===== src/rtl/dpram_loader_pkg.sv =====
// dpram_loader_pkg: state encoding and word-size helpers for the
// dual-port RAM write-port sequencer.
package dpram_loader_pkg;

    typedef enum logic [1:0] {
        ST_CLEAR = 2'd0,
        ST_IDLE  = 2'd1,
        ST_LOAD  = 2'd2,
        ST_FLUSH = 2'd3
    } state_t;

    function automatic int bytes_per_word(input int dw);
        return dw / 8;
    endfunction

endpackage


===== src/rtl/dpram_loader.sv =====
// dpram_loader: clears a dual-port RAM after reset or on request, then
// packs the byte download stream into RAM words on port A.
module dpram_loader
    import dpram_loader_pkg::*;
#(
    parameter int                    address_width = 10,
    parameter int                    data_width    = 8,
    parameter logic [24:0]           base_addr     = 25'h0,
    parameter logic [data_width-1:0] clear_value   = '0
) (
    input  logic                     clock,
    input  logic                     reset_n,
    input  logic                     clear_req,
    input  logic                     dl_active,
    input  logic                     dl_wr,
    input  logic [24:0]              dl_addr,
    input  logic [7:0]               dl_data,
    output logic                     dl_wait,
    output logic                     ram_wren,
    output logic [address_width-1:0] ram_address,
    output logic [data_width-1:0]    ram_data,
    output logic                     busy,
    output logic                     done,
    output logic                     overrun
);

    localparam int          BPW   = bytes_per_word(data_width);
    localparam logic [25:0] WIN   = 26'(BPW) << address_width;
    localparam logic [15:0] CLR16 = 16'(clear_value);

    generate
        if (data_width != 8 && data_width != 16) begin : g_bad_width
            $error("dpram_loader: data_width must be 8 or 16");
        end
    endgenerate

    state_t                   state;
    logic [address_width-1:0] cnt;
    logic                     done_pend;
    logic                     stg_valid;
    logic [address_width-1:0] stg_addr;
    logic [7:0]               stg_byte;

    logic [24:0]              off;
    logic                     in_win;
    logic                     lane;
    logic [address_width-1:0] waddr;
    logic                     take;

    always_comb begin
        off    = dl_addr - base_addr;
        in_win = (dl_addr >= base_addr) && ({1'b0, off} < WIN);
        lane   = (BPW == 2) && off[0];
        waddr  = (BPW == 2) ? off[address_width:1]
                            : off[address_width-1:0];
        take   = dl_active && dl_wr && in_win &&
                 (state == ST_IDLE || state == ST_LOAD);
    end

    always_ff @(posedge clock) begin
        if (!reset_n) begin
            state       <= ST_CLEAR;
            cnt         <= '0;
            done_pend   <= 1'b0;
            stg_valid   <= 1'b0;
            stg_addr    <= '0;
            stg_byte    <= '0;
            dl_wait     <= 1'b1;
            ram_wren    <= 1'b0;
            ram_address <= '0;
            ram_data    <= clear_value;
            busy        <= 1'b1;
            done        <= 1'b0;
            overrun     <= 1'b0;
        end else begin
            ram_wren  <= 1'b0;
            done      <= done_pend;
            done_pend <= 1'b0;
            if (dl_wr && dl_wait)
                overrun <= 1'b1;

            // Byte decode; a write lands one cycle after the completing byte.
            if (take) begin
                if (BPW == 1) begin
                    ram_wren    <= 1'b1;
                    ram_address <= waddr;
                    ram_data    <= data_width'(dl_data);
                end else if (lane) begin
                    ram_wren    <= 1'b1;
                    ram_address <= waddr;
                    if (stg_valid && stg_addr == waddr) begin
                        ram_data  <= data_width'({dl_data, stg_byte});
                        stg_valid <= 1'b0;
                    end else begin
                        ram_data <= data_width'({dl_data, CLR16[7:0]});
                    end
                end else begin
                    if (stg_valid && stg_addr != waddr) begin
                        ram_wren    <= 1'b1;
                        ram_address <= stg_addr;
                        ram_data    <= data_width'({CLR16[15:8], stg_byte});
                    end
                    stg_valid <= 1'b1;
                    stg_addr  <= waddr;
                    stg_byte  <= dl_data;
                end
            end

            unique case (state)
                ST_CLEAR: begin
                    ram_wren    <= 1'b1;
                    ram_address <= cnt;
                    ram_data    <= clear_value;
                    cnt         <= cnt + 1'b1;
                    if (cnt == '1) begin
                        state     <= ST_IDLE;
                        dl_wait   <= 1'b0;
                        busy      <= 1'b0;
                        done_pend <= 1'b1;
                    end
                end
                ST_IDLE: begin
                    if (dl_active) begin
                        state <= ST_LOAD;
                        busy  <= 1'b1;
                    end else if (clear_req) begin
                        state   <= ST_CLEAR;
                        cnt     <= '0;
                        busy    <= 1'b1;
                        dl_wait <= 1'b1;
                    end
                end
                ST_LOAD: begin
                    if (!dl_active) begin
                        if (stg_valid) begin
                            state   <= ST_FLUSH;
                            dl_wait <= 1'b1;
                        end else begin
                            state     <= ST_IDLE;
                            busy      <= 1'b0;
                            done_pend <= 1'b1;
                        end
                    end
                end
                ST_FLUSH: begin
                    ram_wren    <= 1'b1;
                    ram_address <= stg_addr;
                    ram_data    <= data_width'({CLR16[15:8], stg_byte});
                    stg_valid   <= 1'b0;
                    state       <= ST_IDLE;
                    dl_wait     <= 1'b0;
                    busy        <= 1'b0;
                    done_pend   <= 1'b1;
                end
                default: state <= ST_CLEAR;
            endcase
        end
    end

endmodule


===== config.mk =====
export PLATFORM = sky130hd
export DESIGN_NAME = dpram_loader
export DESIGN_NICKNAME = d
export VERILOG_FILES = /design/src/rtl/dpram_loader_pkg.sv /design/src/rtl/dpram_loader.sv
export SDC_FILE = /design/constraint.sdc
export NUM_CORES = 1
export LEC_CHECK = 0
export ABC_AREA = 1
export CORE_AREA = 2 2 71 80
export CTS_CLUSTER_DIAMETER = 40
export DETAILED_ROUTE_END_ITERATION = 10
export DIE_AREA = 0 0 73 82
export MAX_ROUTING_LAYER = met4
export PLACE_DENSITY_LB_ADDON = 0.3
export SLEW_MARGIN = 20
export SYNTH_ARGS = -nofsm -noshare
export SYNTH_HDL_FRONTEND = slang
export SYNTH_SLANG_ARGS = --single-unit

===== constraint.sdc =====
create_clock -name clock -period 1.95 [get_ports clock]
set_input_delay 0.195 -clock clock [delete_from_list [all_inputs] [get_ports clock]]
set_output_delay 0.195 -clock clock [all_outputs]
set_load 0.02 [all_outputs]

==> key figures, run 1 <==
Timing
  • Final TNS setup: 0 ns
  • Setup WS post-layout: 0.195 ns
  • Final Hold Vio Count: 0
  • Max Fclk: approximately 570 MHz
  • Period minus WS final: roughly 1.8 ns
  • Fin Clk Skew: around 0.0023 ns
  • Rel. slew slack: 0.742
  • Fin. max-slew vios: 0
  • Least-Margin Pin Slew: approximately 0.39 ns
  • Setup-failing EPs final: 0
  • Minimum hold slack: between 0.4 and 0.5 ns
  • Unrepaired setup endpoints after global routing: no
  • Fin crit share: 0.900

Floorplanning
  • Cell Rows: 28
  • I/O Pins: 61
  • Die H: around 80 um
  • Die width: ~73 um
  • Total core area: about 0.0052 mm^2
  • Initial Utilization: 0.386
  • Total die area: approximately 0.006 mm^2

Global routing
  • Antenna violations before repair: 0
  • Gr usage total: 0.165
  • Vias in the first global route: about 1700
  • Largest net degree at the start of global routing: 38
  • GRT overflow: 0
  • First-pass GRT wire length: 7500 um

Yosys
  • Mapped Cells: around 300
  • Post-synth design cell area: a little over 0.002 mm^2
  • Mean Syn Cell Area: ~6.8 um^2
  • Cell taking the most area after synthesis: dfxtp_1
  • Yosys warning count: 0
  • Synth cell types: 28
  • Most used DFF post-synth: dfxtp_1
  • Yosys top cell area share: 0.357
  • Synth Register Bits: 36
  • Top post-synthesis cells by area: dfxtp_1 36%, nand2_1 13%, nand3_1 8.7%
  • Fraction of registers with async set/reset: 0
  • Syn Nets: 340
  • Sequential share of the synthesized area: 0.357
  • Post-synth EDFFs: 0

Final layout
  • Share of cells above drive strength 1: 0.0871
  • Layout Nets: 398
  • N_diodes: 0
  • Filler cells: between 500 and 600
  • P&R area growth vs syn: 36.4%

Setup path
  • CP max stage cell: dfxtp_1
  • CP Class: register to register
  • Worst path top cell family by delay: simple AND/OR/NAND/NOR gates
  • Largest stage delay on the critical path: 0.40 ns
  • Critical Path AT: 1.94 ns
  • CP Capture Type: register
  • Worst Path Required: 2.13 ns
  • Crit path max fanout: 37
  • Startpoint types: register
  • Worst path cell trace: inv_1, ha_1, nand2_2, nor2_4, nand3_4, a21boi_0, nor2_1
  • Crit path buf inv count: 1

Power and ir drop
  • Worst vdd ir: 0.307 mV
  • Pleak: about 1.1 nW
  • Pwr/cell area: 531 mW/mm^2

Outcome
  • Status: finished clean

Routing
  • Wire length per cell: ~11 um
  • DRT iter0 DRCs: between 100 and 150
  • Routed wire length: 4730 um
  • Router iterations before antenna repair: 4
  • Met2 routed WL: between 2000 and 2500 um
  • Max layer used: met4
  • Antenna Violating Nets Remaining: 0
  • Remaining DRCs: 0
  • Via-per-instance ratio: 4.73
  • Metal-1 WL: about 2100 um
  • Wire length on met3: about 200 um
  • Vias post-DR: 1968

Place
  • Setup WS pre-CTS: around 0.21 ns
  • Port bufs: 60
  • DP HPWL: 3510 um
  • Final GP Congestion: 0.873

CTS
  • Number of gates resized after CTS: 0
  • Clock sink total: 36
  • Cts bufs inserted: 5
  • Post-CTS setup buffer count: 0
  • H-tree depth: 2
  • Worst-path clk slew: about 0.070 ns
  • Cts hold-fix bufs: 0
  • Worst-Skew Late Latency: 0.29 ns
  • Root Driver: clkbuf_8
  • Clock Path Buffers: 2
  • CTS tree: built

Flow run
  • MaxCap Viol Count: 0

Min path
  • Hold Crit Class: register to register
where the power goes:
part           switching [W]  internal, W
Clock               0.000268     0.000282
Combinational      0.0000580    0.0000973
Sequential        0.00000767     0.000746
tightest hold or removal path, cell delays in order (launching register included):
cell	delay, ns
dfxtp_1	0.31
nand2_1	0.05
inv_1	0.04
state kept, by name, summed over array words and instances (netlist names):
name         flops
busy             1
cnt             10
dl_wait          1
done             1
done_pend        1
overrun          1
ram_address     10
ram_data         8
ram_wren         1
state            2
logic make-up (layout without fill, tap and decap cells):
group | count (synthesis) | count (layout) | share of synthesized area
buffers and inverters | 53 | 112 | 0.113
adders and majority gates | 5 | 5 | 0.0310
DFF | 36 | 36 | 0.357
and+or+nand+nor | 167 | 167 | 0.389
xor gates and xnor gates | 1 | 1 | 0.00434
AOI/OAI and AO/OA | 35 | 35 | 0.105
Yosys cell counts, types with 3 or more instances:
| cell | number |
|---|---|
| inv_2 | 4 |
| buf_2 | 8 |
| nor2_2 | 4 |
| nand4_1 | 3 |
| nor2_1 | 42 |
| inv_1 | 36 |
| o31ai_1 | 5 |
| nand3_1 | 35 |
| ha_1 | 5 |
| a21boi_0 | 7 |
| dfxtp_1 | 36 |
| nand2_1 | 70 |
| a21oi_1 | 20 |
through the flow:
step,total power (W),cells,utilization,instance area (um^2)
6_report,0.00146,416,0.527,2750
5_1_grt,0.00152,416,0.527,2750
4_1_cts,0.00148,416,0.527,2750
3_5_place_dp,0.000926,408,0.509,2660
3_3_place_gp,0.000924,408,0.509,2660
2_1_floorplan,0.000827,297,-,2020
final timing paths:
path,from,endpoint,slack [ns],cells after the start
worst min-delay path,done_pend$_SDFF_PN0_,done$_SDFF_PN0_,0.42,2
worst max register to register,state[0]$_SDFFE_PN0P_,ram_data[0]$_SDFFE_PN0P_,0.19,7
worst max-delay path,state[0]$_SDFFE_PN0P_,ram_data[0]$_SDFFE_PN0P_,0.19,7
worst min register to register,done_pend$_SDFF_PN0_,done$_SDFF_PN0_,0.42,2
routing by layer:
layer | global-route usage | vias up
met4 | 0.0556 | 0
met3 | 0.0356 | 5
met1 | 0.199 | 859
met5 | - | -
li1 | - | 1053
met2 | 0.272 | 51
area by class of cell:
| type | count | area (um^2) | area share |
|---|---|---|---|
| clock buffer | 6 | 82.6 | 0.0300 |
| clock inverter | 2 | 10.0 | 0.00364 |
| inverter | 40 | 150 | 0.0546 |
| multi-input combinational | 208 | 1070 | 0.389 |
| sequential | 36 | 721 | 0.262 |
| tap | 60 | 75.1 | 0.0273 |
| timing repair buffer | 64 | 643 | 0.234 |
cell usage in the layout (no fill, tap or decap), drive strengths merged, types with 2 or more instances in the layout:
cell           count
a21oi             20
nand2             73
buf                4
inv               40
clkbuf             6
nand4              3
nand3             37
nor3               2
nor2              48
dfxtp             36
clkinv             2
a21boi             8
ha                 5
clkdlybuf4s50     60
nor3b              2
o31ai              5
Note: power is estimated with default switching activity, not from simulation.
==> run 2, diff against run 1 <==
--- a/config.mk
+++ b/config.mk
@@ -12,7 +12,7 @@
 export DIE_AREA = 0 0 73 82
 export MAX_ROUTING_LAYER = met4
 export PLACE_DENSITY_LB_ADDON = 0.3
-export SLEW_MARGIN = 20
+export SLEW_MARGIN = 15
 export SYNTH_ARGS = -nofsm -noshare
 export SYNTH_HDL_FRONTEND = slang
 export SYNTH_SLANG_ARGS = --single-unit
==> results of run 2 <==
No change in the layout: final DEF, timing and power equal those of run 1.
